==> config.mk <==
export PLATFORM = sky130hd
export DESIGN_NAME = display_timing_gen
export DESIGN_NICKNAME = d
export VERILOG_FILES = /design/src/rtl/display_timing_gen.sv
export SDC_FILE = /design/constraint.sdc
export NUM_CORES = 1
export LEC_CHECK = 0
export CAP_MARGIN = 25
export CORE_MARGIN = 1
export CORE_UTILIZATION = 55
export CTS_BUF_LIST = sky130_fd_sc_hd__clkbuf_8
export DETAILED_ROUTE_END_ITERATION = 16
export HOLD_SLACK_MARGIN = 0.12
export MAX_ROUTING_LAYER = met4
export PLACE_DENSITY_LB_ADDON = 0.08
export SLEW_MARGIN = 20
export SYNTH_ARGS = -nofsm -noshare
export SYNTH_HDL_FRONTEND = slang
export SYNTH_SLANG_ARGS = --single-unit
==> constraint.sdc <==
create_clock -name clk -period 2.8 [get_ports clk]
set_input_delay 0.56 -clock clk [delete_from_list [all_inputs] [get_ports clk]]
set_output_delay 0.56 -clock clk [all_outputs]
set_load 0.02 [all_outputs]
==> src/rtl/display_timing_gen.sv <==
// VGA raster timing generator: pixel-rate clock enable, h/v position counters,
// and registered sync / video-active / frame-start outputs aligned to the position.
module display_timing_gen #(
  parameter int CLK_DIV     = 4,
  parameter int H_VISIBLE   = 640,
  parameter int H_FRONT     = 16,
  parameter int H_SYNC      = 96,
  parameter int H_BACK      = 48,
  parameter int V_VISIBLE   = 480,
  parameter int V_FRONT     = 10,
  parameter int V_SYNC      = 2,
  parameter int V_BACK      = 33,
  parameter int SYNC_ACTIVE = 0
) (
  input  logic       clk,
  input  logic       reset,
  output logic       pixTick,
  output logic [9:0] pixCol,
  output logic [9:0] pixRow,
  output logic       horizSync,
  output logic       vertSync,
  output logic       videoOn,
  output logic       frameStart
);

  localparam int H_TOTAL = H_VISIBLE + H_FRONT + H_SYNC + H_BACK;
  localparam int V_TOTAL = V_VISIBLE + V_FRONT + V_SYNC + V_BACK;

  localparam logic [3:0] DIV_LAST     = 4'(CLK_DIV - 1);
  localparam logic [9:0] H_LAST       = 10'(H_TOTAL - 1);
  localparam logic [9:0] V_LAST       = 10'(V_TOTAL - 1);
  localparam logic [9:0] H_VIS        = 10'(H_VISIBLE);
  localparam logic [9:0] V_VIS        = 10'(V_VISIBLE);
  localparam logic [9:0] H_SYNC_FIRST = 10'(H_VISIBLE + H_FRONT);
  localparam logic [9:0] H_SYNC_LAST  = 10'(H_VISIBLE + H_FRONT + H_SYNC - 1);
  localparam logic [9:0] V_SYNC_FIRST = 10'(V_VISIBLE + V_FRONT);
  localparam logic [9:0] V_SYNC_LAST  = 10'(V_VISIBLE + V_FRONT + V_SYNC - 1);
  localparam logic       SYNC_ON      = 1'(SYNC_ACTIVE);
  localparam logic       SYNC_OFF     = ~SYNC_ON;

  function automatic logic inWindow(input logic [9:0] value,
                                    input logic [9:0] first,
                                    input logic [9:0] last);
    return (value >= first) && (value <= last);
  endfunction

  logic [3:0] divCnt_r;
  logic [3:0] divNext_s;
  logic       advance_s;
  logic [9:0] hCnt_r;
  logic [9:0] vCnt_r;
  logic [9:0] hNext_s;
  logic [9:0] vNext_s;

  // Pixel-rate enable and the raster position that takes effect on the next edge
  always_comb begin
    advance_s = (divCnt_r == DIV_LAST);
    divNext_s = divCnt_r;
    hNext_s   = hCnt_r;
    vNext_s   = vCnt_r;
    if (advance_s) begin
      divNext_s = 4'd0;
      if (hCnt_r == H_LAST) begin
        hNext_s = 10'd0;
        if (vCnt_r == V_LAST) begin
          vNext_s = 10'd0;
        end else begin
          vNext_s = vCnt_r + 10'd1;
        end
      end else begin
        hNext_s = hCnt_r + 10'd1;
      end
    end else begin
      divNext_s = divCnt_r + 4'd1;
    end
  end

  // Divider and position counters; reset parks on the last pixel so the first advance lands on (0,0)
  always_ff @(posedge clk) begin
    if (reset) begin
      divCnt_r <= 4'd0;
      hCnt_r   <= H_LAST;
      vCnt_r   <= V_LAST;
    end else begin
      divCnt_r <= divNext_s;
      hCnt_r   <= hNext_s;
      vCnt_r   <= vNext_s;
    end
  end

  // Decoded outputs, registered from the next position so they line up with pixCol/pixRow
  always_ff @(posedge clk) begin
    if (reset) begin
      pixTick    <= 1'b0;
      frameStart <= 1'b0;
      videoOn    <= 1'b0;
      horizSync  <= SYNC_OFF;
      vertSync   <= SYNC_OFF;
    end else if (advance_s) begin
      pixTick    <= 1'b1;
      frameStart <= (hNext_s == 10'd0) && (vNext_s == 10'd0);
      videoOn    <= (hNext_s < H_VIS) && (vNext_s < V_VIS);
      horizSync  <= inWindow(hNext_s, H_SYNC_FIRST, H_SYNC_LAST) ? SYNC_ON : SYNC_OFF;
      vertSync   <= inWindow(vNext_s, V_SYNC_FIRST, V_SYNC_LAST) ? SYNC_ON : SYNC_OFF;
    end else begin
      pixTick    <= 1'b0;
      frameStart <= 1'b0;
    end
  end

  assign pixCol = hCnt_r;
  assign pixRow = vCnt_r;

endmodule

==> results <==
- After clock tree synthesis, the clock-pin slew on the worst setup and hold paths is 0.06 ns.
- Counting along the longest clock path gives a buffer depth of 2.
- The data required time at the worst endpoint is 2.96 ns.
- The via count of the first global-routing pass is 1,459.
- Once detailed placement completed, the half-perimeter wirelength came to 3010 um.
- Counting instances, the worst hold path has a depth of 1.
- The via count is 1,671.
- Entering global routing, the biggest net connects 28 pins.
- The synthesized netlist devotes 14.4% of its cell area to compound gates.
- The run finished with clean final reports.
- The number of stages on the worst setup path is 7.
- The signal on the critical path passes through ha_2 -> nand2_2 -> or4_4 -> nor3_2 -> xnor2_1 -> or4_1 -> a32o_1.
- The number of library cell types mapped by synthesis is 53.
- The root buffer cell is clkbuf_8.
- The minimum clock period is 2.67 ns.
- The count of final max-slew check failures is 0.
- Averaged over all synthesized cells, the footprint is 8.47 sq um.
- In this run the worst path has a maximum fanout of 11.
- The cell family contributing the most delay on the critical path is simple AND/OR/NAND/NOR gates.
- In the synthesized netlist the dominant register cell turns out to be dfxtp_1.
- The warning count from the yosys run is 0.
- The number of hold violations in the final report is 0.
- The initial standard-cell utilization of the core is 60.3%.
- The initial DRC count is 78.
- From left edge to right edge, the die measures 57.9 um.
- The highest clock frequency the design can meet is 375 MHz.
- After detailed routing, the number of vias per cell comes to 6.38.
- The area of the core region is 0.00285 sq mm.
- The initialized floorplan defines 19 standard-cell rows.
- On the worst path, the slowest cell contributes a delay of 0.59 ns.
- After Yosys synthesis, XOR and XNOR cells account for 6.62% of the synthesized area.
- The total number of nets in the final design is 236.
- The setup slack at placement is 0.134 ns.
- The cell with the largest stage delay on the worst path is or4_4.
- The most area-hungry cell type in the Yosys netlist is dfxtp_1.
- The TritonCTS buffer count is 5.
- The worst min-delay path class is flip-flop to flip-flop.
- The final critical path takes up 95.4% of the cycle.
- After synthesis, the share of cell area in mux cells is 0.582%.
- The highest ir drop seen on vdd is 0.000484 V.
- The initial antenna violation count is 0.
- The die covers 0.00335 sq mm.
- For the pin with the worst max-slew slack, the measured transition is 0.593 ns.
- Across every metal layer, demand over resource in global routing totals 27.0%.
- Input and output buffers added on the ports amount to 26.
- The number of antenna-violating nets in the routed design is 0.
- In this run the biggest area consumer among cell types represents 33.8% of the synthesized area.
- By area the synthesized netlist is led by dfxtp_1 34%, xnor2_1 4.6%, nor2_1 4.1%.
- The simple-gate share of the synthesized area is 35.5%.
- The worst-skew pair later-pin latency is 0.28 ns.
- In this run the number of H-tree levels came out at 2.
- The critical path arrival is 2.83 ns.
- Measured against its own limit, the worst slew margin works out to 60.4%.
- The sequential element share of the synthesized area is 33.8%.
- The number of synthesized flops with an enable pin is 0.
- The type of element launching the critical path is a flip-flop.
- In this run the vertical extent of the chip is 57.9 um.
- Wires add up to 4260 um.
- The worst-case setup margin in the final layout is 0.130 ns.
- The area growth from synthesis to final layout is 20.5%.
- The setup clock skew after layout is 0.00473 ns.
- The share of cells above drive strength 1 is 12.6%.
- The post-cts sizing count is 0.
- The register bit total from synthesis is 29.
- The congestion estimate from routability-driven global placement came to 0.925.
- The number of hold buffers added after CTS was 0.
- When the netlist entered floorplanning its net count stood at 209.
- The combinational family with the most area after synthesis is simple AND/OR/NAND/NOR gates.
- The adder-cell share of the synthesized area is 2.91%.
- The first TritonRoute pass finished after 4 iterations.
- For the worst flop-to-flop path, the logic depth is 7.
- The number of buffers and inverters on the critical path is 0.
- The first global-routing pass estimated 6780 um of wire.
- For this run, design rule violations remaining after detail routing come to 0.
- After detailed routing, the average wire length per cell comes to 16.3 um.
- The non-filler instance count after layout is 262.
- The post-CTS setup buffer count is 0.
- The post-synthesis instance total is 203.
- The worst setup path is captured at a flip-flop.
- The leakage power is 0.782 nW.
- For this run the aggregate overflow at the end of global routing stands at 0.
- The number of setup violations in the final report is 0.
- The cell area after technology mapping is 0.00172 sq mm.
- The total power density per cell area is 468 mW/mm^2.
- The worst setup path is of the flip-flop to flip-flop kind.
- The worst-case register-to-register setup slack is 0.13 ns.
- The TritonCTS clock tree is built.
- The number of clock sinks is 29.
- The repair_antennas step left the layout with diodes totalling 0.
- Across all hold checks on the routed design, the worst slack comes to 0.466 ns.
- The share of flip-flops with an asynchronous set or reset is 0%.
- The cell total after placement is 254.
- Across the run, the number of max-cap violations was 0.
- The number of primary I/O pins is 27.
==> power by group <==
part | switching [mW] | internal (mW)
registers | 0.0255 | 0.429
clock network | 0.154 | 0.168
logic | 0.111 | 0.0827
==> routing by layer <==
layer  share of wire (%)  track usage, %  up-vias
met1                  44            36.3      786
li1                    -               -      799
met5                   0               -        -
met3                 8.4            6.70        9
met2                  46            39.7       77
met4                 1.4            9.18        0
==> final cells by class <==
class                           instances  area, sq um
Tap cell                               31         38.8
Sequential cell                        29          581
Timing Repair Buffer                   32          305
Multi-Input combinational cell        158         1050
Inverter                                4         15.0
Clock inverter                          3         13.8
Fill cell                             228          782
Clock buffer                            5         68.8
==> registers in the layout, indices dropped and copies added (netlist names) <==
register    flops
divCnt_r        4
pixCol         10
pixRow         10
pixTick         1
horizSync       1
frameStart      1
videoOn         1
vertSync        1
==> through the flow <==
stage | utilization (%) | total power, mW | TNS [ns] | cell area [sq um]
5_1_grt | 72.6 | 1.02 | -0.000511 | 2070
3_5_place_dp | 69.1 | 0.649 | 0 | 1970
6_report | 72.6 | 0.970 | 0 | 2070
3_3_place_gp | 69.1 | 0.642 | 0 | 1970
2_1_floorplan | - | 0.594 | 0 | 1720
4_1_cts | 72.0 | 0.969 | 0 | 2050
==> synthesized netlist by cell type, types with 3 or more instances <==
cell	count
dfxtp_1	29
nor2_1	19
nand2_1	18
nor3_1	10
o21ai_0	9
xnor2_1	9
a21oi_1	7
nor4_1	7
clkbuf_1	6
nand3_1	6
or2_2	5
a211o_1	4
a31oi_1	4
and2_1	4
and3_1	4
ha_1	4
inv_1	4
xor2_1	4
buf_6	3
nand2b_1	3
nand3b_1	3
nand4_1	3
o31ai_1	3
==> final timing paths <==
check,end,from
setup / recovery,videoOn$_SDFFE_PP0N_,pixCol[0]$_SDFF_PP1_
hold / removal,divCnt_r[0]$_SDFF_PP0_,divCnt_r[0]$_SDFF_PP0_
setup reg to reg,videoOn$_SDFFE_PP0N_,pixCol[0]$_SDFF_PP1_
hold reg to reg,divCnt_r[0]$_SDFF_PP0_,divCnt_r[0]$_SDFF_PP0_
==> cells by family after synthesis <==
group	after synthesis
buf+inv	16
fa+ha+maj	4
mux	1
compound gates	37
xor+xnor	13
flops	29
simple gates	103
==> placed cells by master, fill, tap and decap left out, types with 4 or more instances in the layout <==
cell type and n:
and3_1 4, a211o_1 4, inv_1 5, dfxtp_1 29
buf_4 6, nand3_1 6, clkdlybuf4s50_1 26, clkbuf_8 5
nor3_1 10, nor4_1 7, xor2_1 4, nand2_1 17
and2_1 4, o21ai_0 9, xnor2_1 9, a31oi_1 4
nor2_1 19, or2_2 5, a21oi_1 7
(Power assumes the default switching activity.)
